==> src/rtl/grf_wb_arbiter_pkg.sv <==
// Shared constants for the register-file write-back arbiter: default sizing,
// requester slot indices and a small modulo helper for the round-robin scan.
package grf_wb_arbiter_pkg;

   localparam int N_REQ_DEF = 3;
   localparam int AW_DEF    = 5;
   localparam int DW_DEF    = 32;

   localparam int REQ_ALU = 0;
   localparam int REQ_MEM = 1;
   localparam int REQ_MDU = 2;

   // Wraps an index that is known to be below 2*n back into 0..n-1.
   function automatic int wrap_idx(input int idx, input int n);
      return (idx >= n) ? (idx - n) : idx;
   endfunction

endpackage

==> src/rtl/grf_wb_arbiter_rr_arbiter.sv <==
// Combinational round-robin grant: scans upward from ptr_i (mod N) and
// returns a one-hot grant plus the pointer that follows the winner.
module grf_wb_arbiter_rr_arbiter
   import grf_wb_arbiter_pkg::*;
#(
   parameter int N  = N_REQ_DEF,
   parameter int PW = (N > 1) ? $clog2(N) : 1
) (
   input  logic [N-1:0]  req_i,
   input  logic [PW-1:0] ptr_i,
   output logic [N-1:0]  gnt_o,
   output logic          gnt_valid_o,
   output logic [PW-1:0] ptr_nxt_o
);

   logic [PW-1:0] sel_s;
   logic          hit_s;

   // First requester at or after the pointer wins; later hits are masked.
   always_comb begin
      gnt_o       = {N{1'b0}};
      gnt_valid_o = 1'b0;
      ptr_nxt_o   = ptr_i;
      sel_s       = {PW{1'b0}};
      hit_s       = 1'b0;
      for (int k = 0; k < N; k++) begin
         sel_s        = PW'(wrap_idx(int'(ptr_i) + k, N));
         hit_s        = ~gnt_valid_o & req_i[sel_s];
         gnt_o[sel_s] = gnt_o[sel_s] | hit_s;
         ptr_nxt_o    = hit_s ? PW'(wrap_idx(int'(sel_s) + 1, N)) : ptr_nxt_o;
         gnt_valid_o  = gnt_valid_o | hit_s;
      end
   end

endmodule

==> src/rtl/grf_wb_arbiter.sv <==
// Round-robin arbiter sharing the register-file write port between N_REQ
// write-back producers, with one register stage and a pending-write mask.
module grf_wb_arbiter
   import grf_wb_arbiter_pkg::*;
#(
   parameter int N_REQ = N_REQ_DEF,
   parameter int AW    = AW_DEF,
   parameter int DW    = DW_DEF
) (
   input  logic                clk,
   input  logic                reset,
   input  logic [N_REQ-1:0]    req_valid,
   input  logic [N_REQ*AW-1:0] req_addr,
   input  logic [N_REQ*DW-1:0] req_data,
   input  logic [N_REQ*DW-1:0] req_pc,
   output logic [N_REQ-1:0]    req_ready,
   output logic                wb_we,
   output logic [AW-1:0]       wb_addr,
   output logic [DW-1:0]       wb_data,
   output logic [DW-1:0]       wb_pc,
   output logic [(2**AW)-1:0]  pend_mask,
   output logic                conflict_err
);

   localparam int PW   = (N_REQ > 1) ? $clog2(N_REQ) : 1;
   localparam int NREG = 2**AW;

   logic [N_REQ-1:0] nz_req_s, zero_req_s, gnt_s;
   logic             gnt_valid_s, conflict_s;
   logic [PW-1:0]    ptr_nxt_s;
   logic [AW-1:0]    sel_addr_s;
   logic [DW-1:0]    sel_data_s, sel_pc_s;

   logic             wb_we_q, wb_we_d, conflict_q, conflict_d;
   logic [AW-1:0]    wb_addr_q, wb_addr_d;
   logic [DW-1:0]    wb_data_q, wb_data_d, wb_pc_q, wb_pc_d;
   logic [PW-1:0]    rr_ptr_q, rr_ptr_d;

   // Writes to r0 are acknowledged at once and never compete for the port.
   always_comb begin
      nz_req_s   = {N_REQ{1'b0}};
      zero_req_s = {N_REQ{1'b0}};
      for (int i = 0; i < N_REQ; i++) begin
         nz_req_s[i]   = req_valid[i] & (req_addr[i*AW +: AW] != {AW{1'b0}});
         zero_req_s[i] = req_valid[i] & (req_addr[i*AW +: AW] == {AW{1'b0}});
      end
   end

   grf_wb_arbiter_rr_arbiter #(.N(N_REQ), .PW(PW)) u_rr (
      .req_i       (nz_req_s),
      .ptr_i       (rr_ptr_q),
      .gnt_o       (gnt_s),
      .gnt_valid_o (gnt_valid_s),
      .ptr_nxt_o   (ptr_nxt_s)
   );

   // Grant is one-hot, so an AND-OR mux selects the winning payload.
   always_comb begin
      sel_addr_s = {AW{1'b0}};
      sel_data_s = {DW{1'b0}};
      sel_pc_s   = {DW{1'b0}};
      conflict_s = 1'b0;
      for (int i = 0; i < N_REQ; i++) begin
         sel_addr_s = sel_addr_s | ({AW{gnt_s[i]}} & req_addr[i*AW +: AW]);
         sel_data_s = sel_data_s | ({DW{gnt_s[i]}} & req_data[i*DW +: DW]);
         sel_pc_s   = sel_pc_s   | ({DW{gnt_s[i]}} & req_pc[i*DW +: DW]);
         for (int j = i + 1; j < N_REQ; j++) begin
            conflict_s = conflict_s | (nz_req_s[i] & nz_req_s[j] &
                         (req_addr[i*AW +: AW] == req_addr[j*AW +: AW]));
         end
      end
   end

   assign req_ready = reset ? (gnt_s | zero_req_s) : {N_REQ{1'b0}};

   always_comb begin
      wb_we_d    = gnt_valid_s;
      conflict_d = conflict_q | conflict_s;
      if (gnt_valid_s) begin
         wb_addr_d = sel_addr_s;
         wb_data_d = sel_data_s;
         wb_pc_d   = sel_pc_s;
         rr_ptr_d  = ptr_nxt_s;
      end else begin
         wb_addr_d = wb_addr_q;
         wb_data_d = wb_data_q;
         wb_pc_d   = wb_pc_q;
         rr_ptr_d  = rr_ptr_q;
      end
   end

   always_ff @(posedge clk or negedge reset) begin
      if (!reset) begin
         wb_we_q    <= 1'b0;
         wb_addr_q  <= {AW{1'b0}};
         wb_data_q  <= {DW{1'b0}};
         wb_pc_q    <= {DW{1'b0}};
         rr_ptr_q   <= {PW{1'b0}};
         conflict_q <= 1'b0;
      end else begin
         wb_we_q    <= wb_we_d;
         wb_addr_q  <= wb_addr_d;
         wb_data_q  <= wb_data_d;
         wb_pc_q    <= wb_pc_d;
         rr_ptr_q   <= rr_ptr_d;
         conflict_q <= conflict_d;
      end
   end

   // Only the single in-flight registered write is reported to hazard logic.
   always_comb begin
      pend_mask = {NREG{1'b0}};
      if (wb_we_q) begin
         pend_mask[wb_addr_q] = 1'b1;
      end else begin
         pend_mask = {NREG{1'b0}};
      end
   end

   assign wb_we        = wb_we_q;
   assign wb_addr      = wb_addr_q;
   assign wb_data      = wb_data_q;
   assign wb_pc        = wb_pc_q;
   assign conflict_err = conflict_q;

endmodule
==> config.mk <==
export PLATFORM = sky130hd
export DESIGN_NAME = grf_wb_arbiter
export DESIGN_NICKNAME = d
export VERILOG_FILES = /design/src/rtl/grf_wb_arbiter_pkg.sv /design/src/rtl/grf_wb_arbiter_rr_arbiter.sv /design/src/rtl/grf_wb_arbiter.sv
export SDC_FILE = /design/constraint.sdc
export NUM_CORES = 1
export LEC_CHECK = 0
export ABC_AREA = 1
export BUFFER_PORTS_ARGS = -buffer_cell sky130_fd_sc_hd__buf_2
export CORE_AREA = 2 2 122 124
export DETAILED_ROUTE_END_ITERATION = 10
export DIE_AREA = 0 0 124 126
export PLACE_DENSITY_LB_ADDON = 0.2
export SYNTH_ARGS = -nofsm -noshare
export SYNTH_HDL_FRONTEND = slang
export SYNTH_SLANG_ARGS = --single-unit
==> constraint.sdc <==
create_clock -name clk -period 3.88 [get_ports clk]
set_input_delay 0.194 -clock clk [delete_from_list [all_inputs] [get_ports clk]]
set_output_delay 0.194 -clock clk [all_outputs]
set_load 0.01 [all_outputs]
==> implementation parameters, run 1 <==
Parameter                              Value

Run status
  Outcome    completed

Logic synthesis
  Gate Count Post-Synth    roughly 630
  Netlist cell types    27
  FF+latch count, synth    73
  Synth Net Count    ~850
  Most area-consuming cells after synthesis    dfrtp_1, nand3_1, nand4_1
  Sequential fraction of the synthesis area    between 30 and 40%
  Share of the synthesized area in the top cell type    39.42%
  Post-synth design cell area    between 4000 and 5000 um2
  EDFF count, synth    0
  Mean area per synthesized cell    approximately 7.3 um2
  Most frequent cell after synthesis    nand3_1
  Dominant cell type by area after synthesis    dfrtp_1
  Top flip-flop cell by instance count after synthesis    dfrtp_1
  Fraction of synthesis flops using an asynchronous set or reset pin    100.0%
  Most numerous cell types in the synthesized netlist    nand3_1, nand2_1, nand4_1, dfrtp_1, nor2_1
  Syn. warnings    0

Timing
  Skew final    between 10 and 15 ps
  Min Clock Period, post-route    3182 ps
  Worst setup margin    between 600 and 700 ps
  Portion of the clock cycle consumed by the worst path in the final layout    just over 80%
  FMAX    314.3 MHz
  Final total negative setup slack    0 ps
  Setup repair after global routing missed its margin    no
  Transition time at the pin with the least slew margin    roughly 770 ps
  Final hold slack    around 89 ps
  Final hold viol count    0
  Final number of setup-violating endpoints    0
  Max-slew headroom    between 40% and 50%
  Number of max-slew violations in the final report    0

Critical path
  Worst stage delay on the critical path    500 ps
  Number of buffers and inverters on the critical path    3
  Register-to-Register Setup Slack    880 ps
  Crit path DAT    ~3000 ps
  Number of cells on the worst reg-to-reg path    16
  Biggest fanout along the worst timing path    19
  Cell-by-cell trace of the critical path    inv_1 > ha_1 > inv_1 > nand3_1 > nand2_1 > nand2_1 > nand2_1 > nand2_1 > nand2_1 > nand2_1 > nand2_1 > nand2_1 > nand3_2 > nand2_1 > a21oi_1 > buf_2
  Kind of cell adding the most delay to the critical path    simple AND/OR/NAND/NOR gates
  Crit Path Class    register to primary output
  Number of stages on the worst setup path    16
  Reg-to-Reg Start    rr_ptr_q[0]$_DFFE_PN0P_
  Most common cell type on the critical path    nand2_1
  Worst-path cell with the longest stage delay    ha_1
  WP data required    3690 ps
  Crit Reg-Reg Endpoint    wb_data[13]$_DFFE_PN0P_
  Crit. End Element    primary output
  Kind of launch point of the worst setup path    register

Place
  Quantity of I/O buffers inserted on ports    approximately 320
  Post-placement setup slack    between 800 and 900 ps
  HPWL reported at the end of detailed placement    13760 um
  Final Wtd Congestion    roughly 0.91

Power and ir drop
  Total net switching power    between 3000 and 4000 uW
  Total power after layout    7400 uW
  Leakage power    0.003391 uW
  Power per unit of standard cell area    1105 nW/um2
  Switching part of the total    a little over half
  Part of the total power dissipated in the clock network    between 10% and 20%
  Max rail drop VDD    0.5166 mV
  Sequential power share    approximately a fifth
  Internal Pwr Total    between 3000 and 4000 uW
  Combinational fraction of design power    just under 70%

Detailed routing
  Via count of the routed design    just under 6000
  Antenna Nets Post-Route    0
  Wire length per cell after detailed routing    about 17 um
  Drc violations    0
  Iteration count of the initial detailed-routing pass    5
  Detailed-route wire length    about 19000 um
  Via density    about 5.3
  DRC marker count from the first detailed-route iteration    314

Finish
  Final core utilization    between 40% and 50%
  Fraction of layout instances using a drive strength above 1    roughly two fifths
  Area used by sequential logic in the layout    between 1500 and 2000 um2
  Multi-input logic area    2506 um2
  Filler cell count    between 1000 and 1500
  Net count, final    ~1100
  Area growth from synthesis to layout    44.49%

Clock tree
  Clock transition at the registers of the reported paths    60 ps
  Number of buffers inserted during clock tree synthesis    9
  Number of gates given a new drive strength after cts    0
  Maximum level of the CTS H-tree    3
  Number of sinks on the clock net    73
  Total setup buffers inserted after CTS    0
  Library cell used as clock root buffer    clkbuf_16
  Insertion delay of the later-clocked pin in the worst-skew pair    340 ps
  Buffer levels on the longest clock path    2
  TritonCTS clock tree    yes

Global route
  First-pass GRT wire length    29580 um
  Initial antenna violation count    0
  Vias in the first global route    around 5900
  Overall fraction of global-route tracks in use    about a quarter
  Maximum number of pins on one net before global-route repair    between 50 and 60
  Total gr overflow    0

Die
  Standard-cell rows    44
  Chip height    roughly 130 um
  Initial core utilization    around a third
  Die Outline Area    about 16000 um2
  Core Box Area    around 14000 um2
  Die Wd    between 100 and 150 um
  I/O pin count    ~320

Worst hold path
  Kind of path behind the tightest hold check    input pin to register
  Cell count of the worst hold path    3
  Worst min-delay path endpoint    wb_data[27]$_DFFE_PN0P_
  Beginning of the worst hold path    req_data[59]

Run
  Number of max-capacitance violations reported    0
## cells by family (layout without fill, tap and decap cells)
logic type	Yosys count	in the layout	synth area share [%]
compound gates	16	16	2.376
xor+xnor	14	14	2.646
fa+ha+maj	4	4	1.080
buf+inv	72	368	6.857
flops	73	73	39.42
other cells	0	1	0
simple gates	452	452	47.62
## flip-flops by register name (all words and copies together) (netlist names)
register,cells
rr_ptr_q,2
wb_addr,5
wb_pc,32
wb_data,32
wb_we,1
conflict_err,1
## tightest hold or removal path, delay by kind of cell
family,cells,cell delay (ps)
buffers and inverters,1,70
and+or+nand+nor,2,120
## cells in the final DEF, fill, tap and decap left out, types with 2 or more instances in the layout
cell	synthesis	layout
dfrtp_1	73	73
nor4_1	2	2
inv_1	18	18
bufinv_16	0	2
nand2_2	3	4
nand3_1	228	227
nand2_1	100	99
buf_2	32	316
ha_1	4	4
xor2_1	5	5
buf_12	0	4
a21oi_1	6	6
buf_4	2	10
nor2_1	40	40
nand3_2	3	4
clkbuf_1	16	4
xnor2_1	9	9
inv_2	3	3
nand4_1	74	74
o211ai_1	2	2
o21ai_0	3	3
clkbuf_16	0	9
## per-layer routing
metal  global-route usage, %  vias up  part of all wire (%)
li1                        -     2828                     -
met1                   29.02     2796                    40
met5                       0        -                     0
met3                   4.574       43                   7.4
met4                   11.10        0                   3.1
met2                   41.60      281                    49
## worst max path at each step
stage,slack (ps),startpoint,to
after floorplan,1640,rr_ptr_q[0]$_DFFE_PN0P_,req_ready[2]
after global placement,930,rr_ptr_q[0]$_DFFE_PN0P_,wb_data[24]$_DFFE_PN0P_
after detailed placement,880,rr_ptr_q[0]$_DFFE_PN0P_,wb_data[13]$_DFFE_PN0P_
after CTS,660,rr_ptr_q[0]$_DFFE_PN0P_,req_ready[1]
after global routing,350,rr_ptr_q[0]$_DFFE_PN0P_,req_ready[0]
final,700,rr_ptr_q[0]$_DFFE_PN0P_,req_ready[1]
## power groups by stage
stage / Sequential, uW / Clock, uW / Combinational (uW)
2_1_floorplan: 1650 / 0 / 3210
3_3_place_gp: 1490 / 0 / 5010
3_5_place_dp: 1480 / 0 / 5070
4_1_cts: 1480 / 906 / 5060
5_1_grt: 1540 / 943 / 5620
6_report: 1480 / 888 / 5030
## per-stage QoR
step           cells  cell area, um2
2_1_floorplan    631            4634
4_1_cts         1111            6694
3_5_place_dp    1094            6379
6_report        1112            6696
5_1_grt         1111            6694
3_3_place_gp    1094            6379
## area by class of cell
class,count,area share (%)
antenna,1,0.03737
inverter,21,1.177
clock buffer,13,3.587
sequential,73,27.28
timing repair buffer,331,26.08
multi-input combinational,486,37.43
clock inverter,3,0.9716
tap,184,3.438
## repair_timing
action / CTS / global route
hold buffers: 1 / 0
setup endpoints to repair: 0 / 0
hold endpoints to repair: 35 / 0
(Power assumes the default switching activity.)
==> inputs of run 2 (changes only) <==
==> constraint.sdc (replaced) <==
create_clock -name clk -period 3.1 [get_ports clk]
set_input_delay 0.155 -clock clk [delete_from_list [all_inputs] [get_ports clk]]
set_output_delay 0.155 -clock clk [all_outputs]
set_load 0.01 [all_outputs]
==> implementation parameters, run 2 (synthesis results as in run 1) <==
Parameter                              Value

Run status
  Outcome    completed

Die
  Die Wd    124 um (unchanged)
  Initial core utilization    32.38% (unchanged)
  Standard-cell rows    44 (unchanged)
  Die Outline Area    15620 um2 (unchanged)
  Chip height    126 um (unchanged)
  I/O pin count    318 (unchanged)
  Core Box Area    14310 um2 (unchanged)

Detailed routing
  Antenna Nets Post-Route    0 (unchanged)
  Detailed-route wire length    19260 um (+1.3%)
  DRC marker count from the first detailed-route iteration    318 (+1.3%)
  Drc violations    0 (unchanged)
  Via count of the routed design    6032 (+1.4%)
  Via density    5.391 (+0.78%)
  Wire length per cell after detailed routing    17.21 um (+0.64%)
  Iteration count of the initial detailed-routing pass    7 (+2)

Critical path
  Crit Path Class    register to primary output
  Crit path DAT    2720 ps (-270 ps)
  Crit. End Element    primary output
  WP data required    2940 ps (-750 ps)
  Biggest fanout along the worst timing path    31 (+12)
  Kind of launch point of the worst setup path    register

Global route
  Overall fraction of global-route tracks in use    24.09% (-0.14 points)
  Initial antenna violation count    0 (unchanged)
  Total gr overflow    0 (unchanged)
  Vias in the first global route    5774 (-1.3%)
  First-pass GRT wire length    29280 um (-1.0%)
  Maximum number of pins on one net before global-route repair    44 (-15%)

Power and ir drop
  Power per unit of standard cell area    1414 nW/um2 (+28%)
  Leakage power    0.003462 uW (+2.1%)
  Total power after layout    9669 uW (+31%)
  Max rail drop VDD    0.6159 mV (+19%)

Run
  Number of max-capacitance violations reported    0 (unchanged)

Clock tree
  TritonCTS clock tree    yes
  Number of buffers inserted during clock tree synthesis    9 (unchanged)
  Buffer levels on the longest clock path    2 (unchanged)
  Library cell used as clock root buffer    clkbuf_16
  Insertion delay of the later-clocked pin in the worst-skew pair    340 ps (about the same)
  Number of sinks on the clock net    73 (unchanged)
  Maximum level of the CTS H-tree    3 (unchanged)
  Clock transition at the registers of the reported paths    60 ps (about the same)

Timing
  Final number of setup-violating endpoints    0 (unchanged)
  Max-slew headroom    59.50% (+11 points)
  Min Clock Period, post-route    around 2900 ps
  Setup repair after global routing missed its margin    no
  Number of max-slew violations in the final report    0 (unchanged)
  Worst setup margin    227.4 ps (-471.1 ps)
  Final hold viol count    0 (unchanged)
  FMAX    ~350 MHz
  Skew final    6.434 ps (-4.341 ps)
  Final total negative setup slack    0 ps (unchanged)
  Portion of the clock cycle consumed by the worst path in the final layout    92.67%
  Transition time at the pin with the least slew margin    604.6 ps (-165.4 ps)

Place
  Dpl cells    1101 (+0.64%)
  Post-placement setup slack    502.2 ps (-382.6 ps)
  HPWL reported at the end of detailed placement    14040 um (+2.0%)
  Final Wtd Congestion    0.8552 (-6.5%)
  Quantity of I/O buffers inserted on ports    317 (unchanged)

Finish
  Commonest cells after routing, fill and taps aside    buf_2, nand3_1, nand2_1
  Number of inserted diodes    0 (-1)
  Most common library cell in the layout ignoring fill and taps    buf_2
  Net count, final    1146 (+0.70%)
  Area growth from synthesis to layout    47.60%
  Fraction of layout instances using a drive strength above 1    39.79% (+1.2 points)
  Final cell count without fillers    1119 (+0.63%)

Worst hold path
  Kind of path behind the tightest hold check    input pin to register
## run 2: cell types whose count changed in the layout (fill, tap and decap cells not counted), moves of 2 or more
cell | before | now
buf_4 | 10 | 13
clkbuf_1 | 4 | 0
buf_12 | 4 | 9
clkinv_4 | 0 | 2
## run 2: power breakdown
group / switching (uW) / leakage, uW / internal [uW]
sequential: 308 / 0.000858 / 1550
combinational: 4230 / 0.00245 / 2450
clock: 433 / 0.000155 / 705
## run 2: repair_timing
action,in CTS,in global routing
setup endpoints to repair,0,3
hold buffers,1,0
hold endpoints to repair,33,0
setup buffers,0,1
resized for setup,0,9
## run 2: per-stage QoR
step           util, %  hold WS, ps  cell area (um2)
6_report         47.79        47.11             6840
5_1_grt          47.79        45.46             6840
4_1_cts          47.50        38.65             6799
3_5_place_dp     45.19        151.5             6469
3_3_place_gp     45.19        151.9             6469
2_1_floorplan        -       -140.6             4634
## run 2: area by class of cell
class,instances,area [um2]
clock buffers,9,225.2
flip-flops and latches,73,1827
clock inverters,7,95.09
fillers,1487,7473
well taps,184,230.2
repair buffers,339,1869
inverters,21,78.83
multi-input cells,486,2515
## run 2: path summary, 6_finish.rpt
path,from,to,slack (ps),cells after the start
min,req_pc[10],wb_pc[10]$_DFFE_PN0P_,50,3
min reg2reg,conflict_err$_DFF_PN0_,conflict_err$_DFF_PN0_,490,1
max in group asynchronous,reset,wb_pc[6]$_DFFE_PN0P_,1850,3
max,rr_ptr_q[1]$_DFFE_PN0P_,req_ready[1],230,15
min in group asynchronous,reset,wb_data[14]$_DFFE_PN0P_,330,2
max reg2reg,rr_ptr_q[1]$_DFFE_PN0P_,wb_pc[31]$_DFFE_PN0P_,570,15
## run 2: per-layer routing
metal  routed length (um)  vias to the layer above  global-route usage, %
met4                  387                        0                  8.526
li1                     -                     2844                      -
met2                 9612                      284                  42.57
met5                    0                        -                      0
met1                 7957                     2877                  29.20
met3                 1298                       27                  4.031
## run 2: critical path, cell delays in order (launching register included)
cell	delay [ps]
dfrtp_1	400
inv_1	100
ha_1	320
inv_1	130
nand2_1	80
nand2_1	50
nand2_1	80
nand2_2	80
nand3_1	100
nand2_1	70
a21oi_2	280
nand3_2	180
buf_12	200
nand2_1	70
a21oi_1	70
buf_2	140
==> inputs of run 3 (changes only) <==
--- a/config.mk
+++ b/config.mk
@@ -6,7 +6,7 @@
 export NUM_CORES = 1
 export LEC_CHECK = 0
 export ABC_AREA = 1
-export BUFFER_PORTS_ARGS = -buffer_cell sky130_fd_sc_hd__buf_2
+export BUFFER_PORTS_ARGS = -buffer_cell sky130_fd_sc_hd__buf_4
 export CORE_AREA = 2 2 122 124
 export DETAILED_ROUTE_END_ITERATION = 10
 export DIE_AREA = 0 0 124 126
==> constraint.sdc (replaced) <==
create_clock -name clk -period 3.56 [get_ports clk]
set_input_delay 0.178 -clock clk [delete_from_list [all_inputs] [get_ports clk]]
set_output_delay 0.178 -clock clk [all_outputs]
set_load 0.01 [all_outputs]
==> implementation parameters, run 3 (synthesis results as in run 1) <==
Parameter                              Value

Global route
  Initial antenna violation count    0 (unchanged)
  Total gr overflow    0 (unchanged)
  Overall fraction of global-route tracks in use    24.93% (+0.85 points)
  Vias in the first global route    5798 (+0.42%)
  Maximum number of pins on one net before global-route repair    70 (+59%)
  First-pass GRT wire length    30590 um (+4.5%)

Finish
  Area growth from synthesis to layout    62.28%
  Fraction of layout instances using a drive strength above 1    39.31% (-0.47 points)
  Commonest cells after routing, fill and taps aside    buf_4, nand3_1, nand2_1
  Net count, final    1142 (-0.35%)
  Final cell count without fillers    1115 (-0.36%)
  Filler cell count    1428 (-4.0%)
  Most common library cell in the layout ignoring fill and taps    buf_4
  Number of inserted diodes    0 (unchanged)

Clock tree
  TritonCTS clock tree    yes
  Insertion delay of the later-clocked pin in the worst-skew pair    330 ps (about the same)
  Number of buffers inserted during clock tree synthesis    9 (unchanged)
  Number of sinks on the clock net    73 (unchanged)
  Library cell used as clock root buffer    clkbuf_16
  Buffer levels on the longest clock path    2 (unchanged)
  Clock transition at the registers of the reported paths    60 ps (about the same)
  Total setup buffers inserted after CTS    0 (unchanged)
  Maximum level of the CTS H-tree    3 (unchanged)

Critical path
  Register-to-Register Setup Slack    530 ps (-40 ps)
  Crit. End Element    primary output
  Start point of the critical path    rr_ptr_q[0]$_DFFE_PN0P_
  Kind of launch point of the worst setup path    register
  Biggest fanout along the worst timing path    30 (-3.2%)
  Crit Path Class    register to primary output
  Worst-path cell with the longest stage delay    ha_1
  Crit Reg-Reg Endpoint    wb_pc[16]$_DFFE_PN0P_
  Worst stage delay on the critical path    450 ps (+50 ps)
  WP data required    3380 ps (+440 ps)
  Reg-to-Reg Start    rr_ptr_q[0]$_DFFE_PN0P_
  Crit path DAT    2970 ps (+250 ps)
  Cell-by-cell trace of the critical path    inv_1 > ha_1 > inv_1 > nand3_1 > nand2_1 > nand2_1 > nand2_1 > nand2_1 > nand2_1 > nand2_1 > nand2_1 > nand2_1 > nand3_2 > buf_4 > nand2_1 > a21oi_1 > buf_4
  Most common cell type on the critical path    nand2_1
  Number of cells on the worst reg-to-reg path    15 (unchanged)

Run
  Number of max-capacitance violations reported    0 (unchanged)

Worst hold path
  Beginning of the worst hold path    req_pc[10]
  Worst min-delay path endpoint    wb_pc[10]$_DFFE_PN0P_
  Kind of path behind the tightest hold check    input pin to register
  Cell count of the worst hold path    3 (unchanged)

Place
  HPWL reported at the end of detailed placement    14190 um (+1.1%)
  Quantity of I/O buffers inserted on ports    317 (unchanged)
  Final Wtd Congestion    0.8910 (+4.2%)
  Dpl cells    1098 (-0.27%)

Timing
  Transition time at the pin with the least slew margin    584.8 ps (-19.80 ps)
  Skew final    5.355 ps (-1.079 ps)
  Number of max-slew violations in the final report    0 (unchanged)
  Max-slew headroom    61.01% (+1.5 points)
  Final hold slack    73.78 ps (+26.67 ps)
  FMAX    around 320 MHz
  Final total negative setup slack    0 ps (unchanged)
  Final hold viol count    0 (unchanged)
  Setup repair after global routing missed its margin    no
  Min Clock Period, post-route    around 3100 ps
  Final number of setup-violating endpoints    0 (unchanged)
  Portion of the clock cycle consumed by the worst path in the final layout    between 80 and 90%

Power and ir drop
  Part of the total power dissipated in the clock network    11.3% (-0.5 points)
  Internal Pwr Total    4148 uW (-12%)
  Leakage power    0.003649 uW (+5.4%)
  Sequential power share    19.3% (about the same)
  Max rail drop VDD    0.7473 mV (+21%)
  Power per unit of standard cell area    1125 nW/um2 (-20%)
  Combinational fraction of design power    69.3% (+0.3 points)
  Total net switching power    4314 uW (-13%)
  Switching part of the total    50.98% (-0.43 points)

Detailed routing
  Iteration count of the initial detailed-routing pass    5 (-2)
  Antenna Nets Post-Route    0 (unchanged)
  Via density    5.300 (-1.7%)
  Via count of the routed design    5909 (-2.0%)
  DRC marker count from the first detailed-route iteration    401 (+26%)
  Drc violations    0 (unchanged)
  Wire length per cell after detailed routing    17.68 um (+2.7%)
  Detailed-route wire length    19710 um (+2.4%)

Die
  Chip height    126 um (unchanged)
  Standard-cell rows    44 (unchanged)
  Core Box Area    14310 um2 (unchanged)
  Die Outline Area    15620 um2 (unchanged)
  Initial core utilization    32.38% (unchanged)
  Die Wd    124 um (unchanged)
  I/O pin count    318 (unchanged)

Run status
  Outcome    completed
run 3: changes by cell type in the layout (fill, tap and decap cells not counted), moves of 2 or more:
cell	previous run	this run
clkbuf_8	0	3
buf_2	316	0
clkinv_4	2	0
buf_12	9	3
buf_4	13	331
run 3: worst max-delay path by stage:
stage,endpoint,slack (ps),cells past startpoint
after global placement,wb_pc[6]$_DFFE_PN0P_,600,16
after CTS,req_ready[1],260,14
after floorplan,req_ready[2],1340,16
final,req_ready[0],410,17
after global routing,req_ready[2],80,15
after detailed placement,wb_pc[28]$_DFFE_PN0P_,550,14
run 3: cell type report:
type | count | area [um2] | area share (%)
sequential | 73 | 1827 | 24.29
clock buffer | 12 | 266.5 | 3.544
multi-input combinational | 486 | 2514 | 33.42
timing repair buffer | 335 | 2555 | 33.97
clock inverter | 4 | 50.05 | 0.6654
tap | 184 | 230.2 | 3.061
inverter | 21 | 78.83 | 1.048
run 3: power groups by stage:
stage	clock network (uW)	registers, uW	logic, uW
after floorplan	0	1800	3500
after global placement	0	1630	5830
after detailed placement	0	1630	5920
after CTS	986	1630	5890
after global routing	1020	1700	6470
final	959	1640	5870
run 3: what timing repair did:
action	in CTS	in global routing
hold endpoints to repair	30	0
hold buffers	1	0
gates resized for setup	0	1
setup endpoints to repair	0	1
run 3: metal layers:
metal,track usage (%),part of all wire (%),up-vias
li1,-,-,2835
met5,0,0,-
met4,8.592,2.7,0
met2,42.05,50,271
met3,5.118,7.7,42
met1,31.50,40,2761
run 3: stage by stage:
stage	total power [uW]	instance area, um2	utilization [%]	worst slack (ps)
2_1_floorplan	5300	4634	-	1339
3_3_place_gp	7459	7187	50.21	604.8
3_5_place_dp	7543	7187	50.21	548.0
4_1_cts	8506	7513	52.49	262.1
5_1_grt	9191	7521	52.54	84.70
6_report	8462	7521	52.54	411.6
run 3: worst max-delay path: cells and delay by family (launching register included):
family,cells,cell delay [ps]
AOI/OAI and AO/OA,1,140
adders and majority gates,1,450
buffers and inverters,4,760
DFF,1,370
and+or+nand+nor,11,910
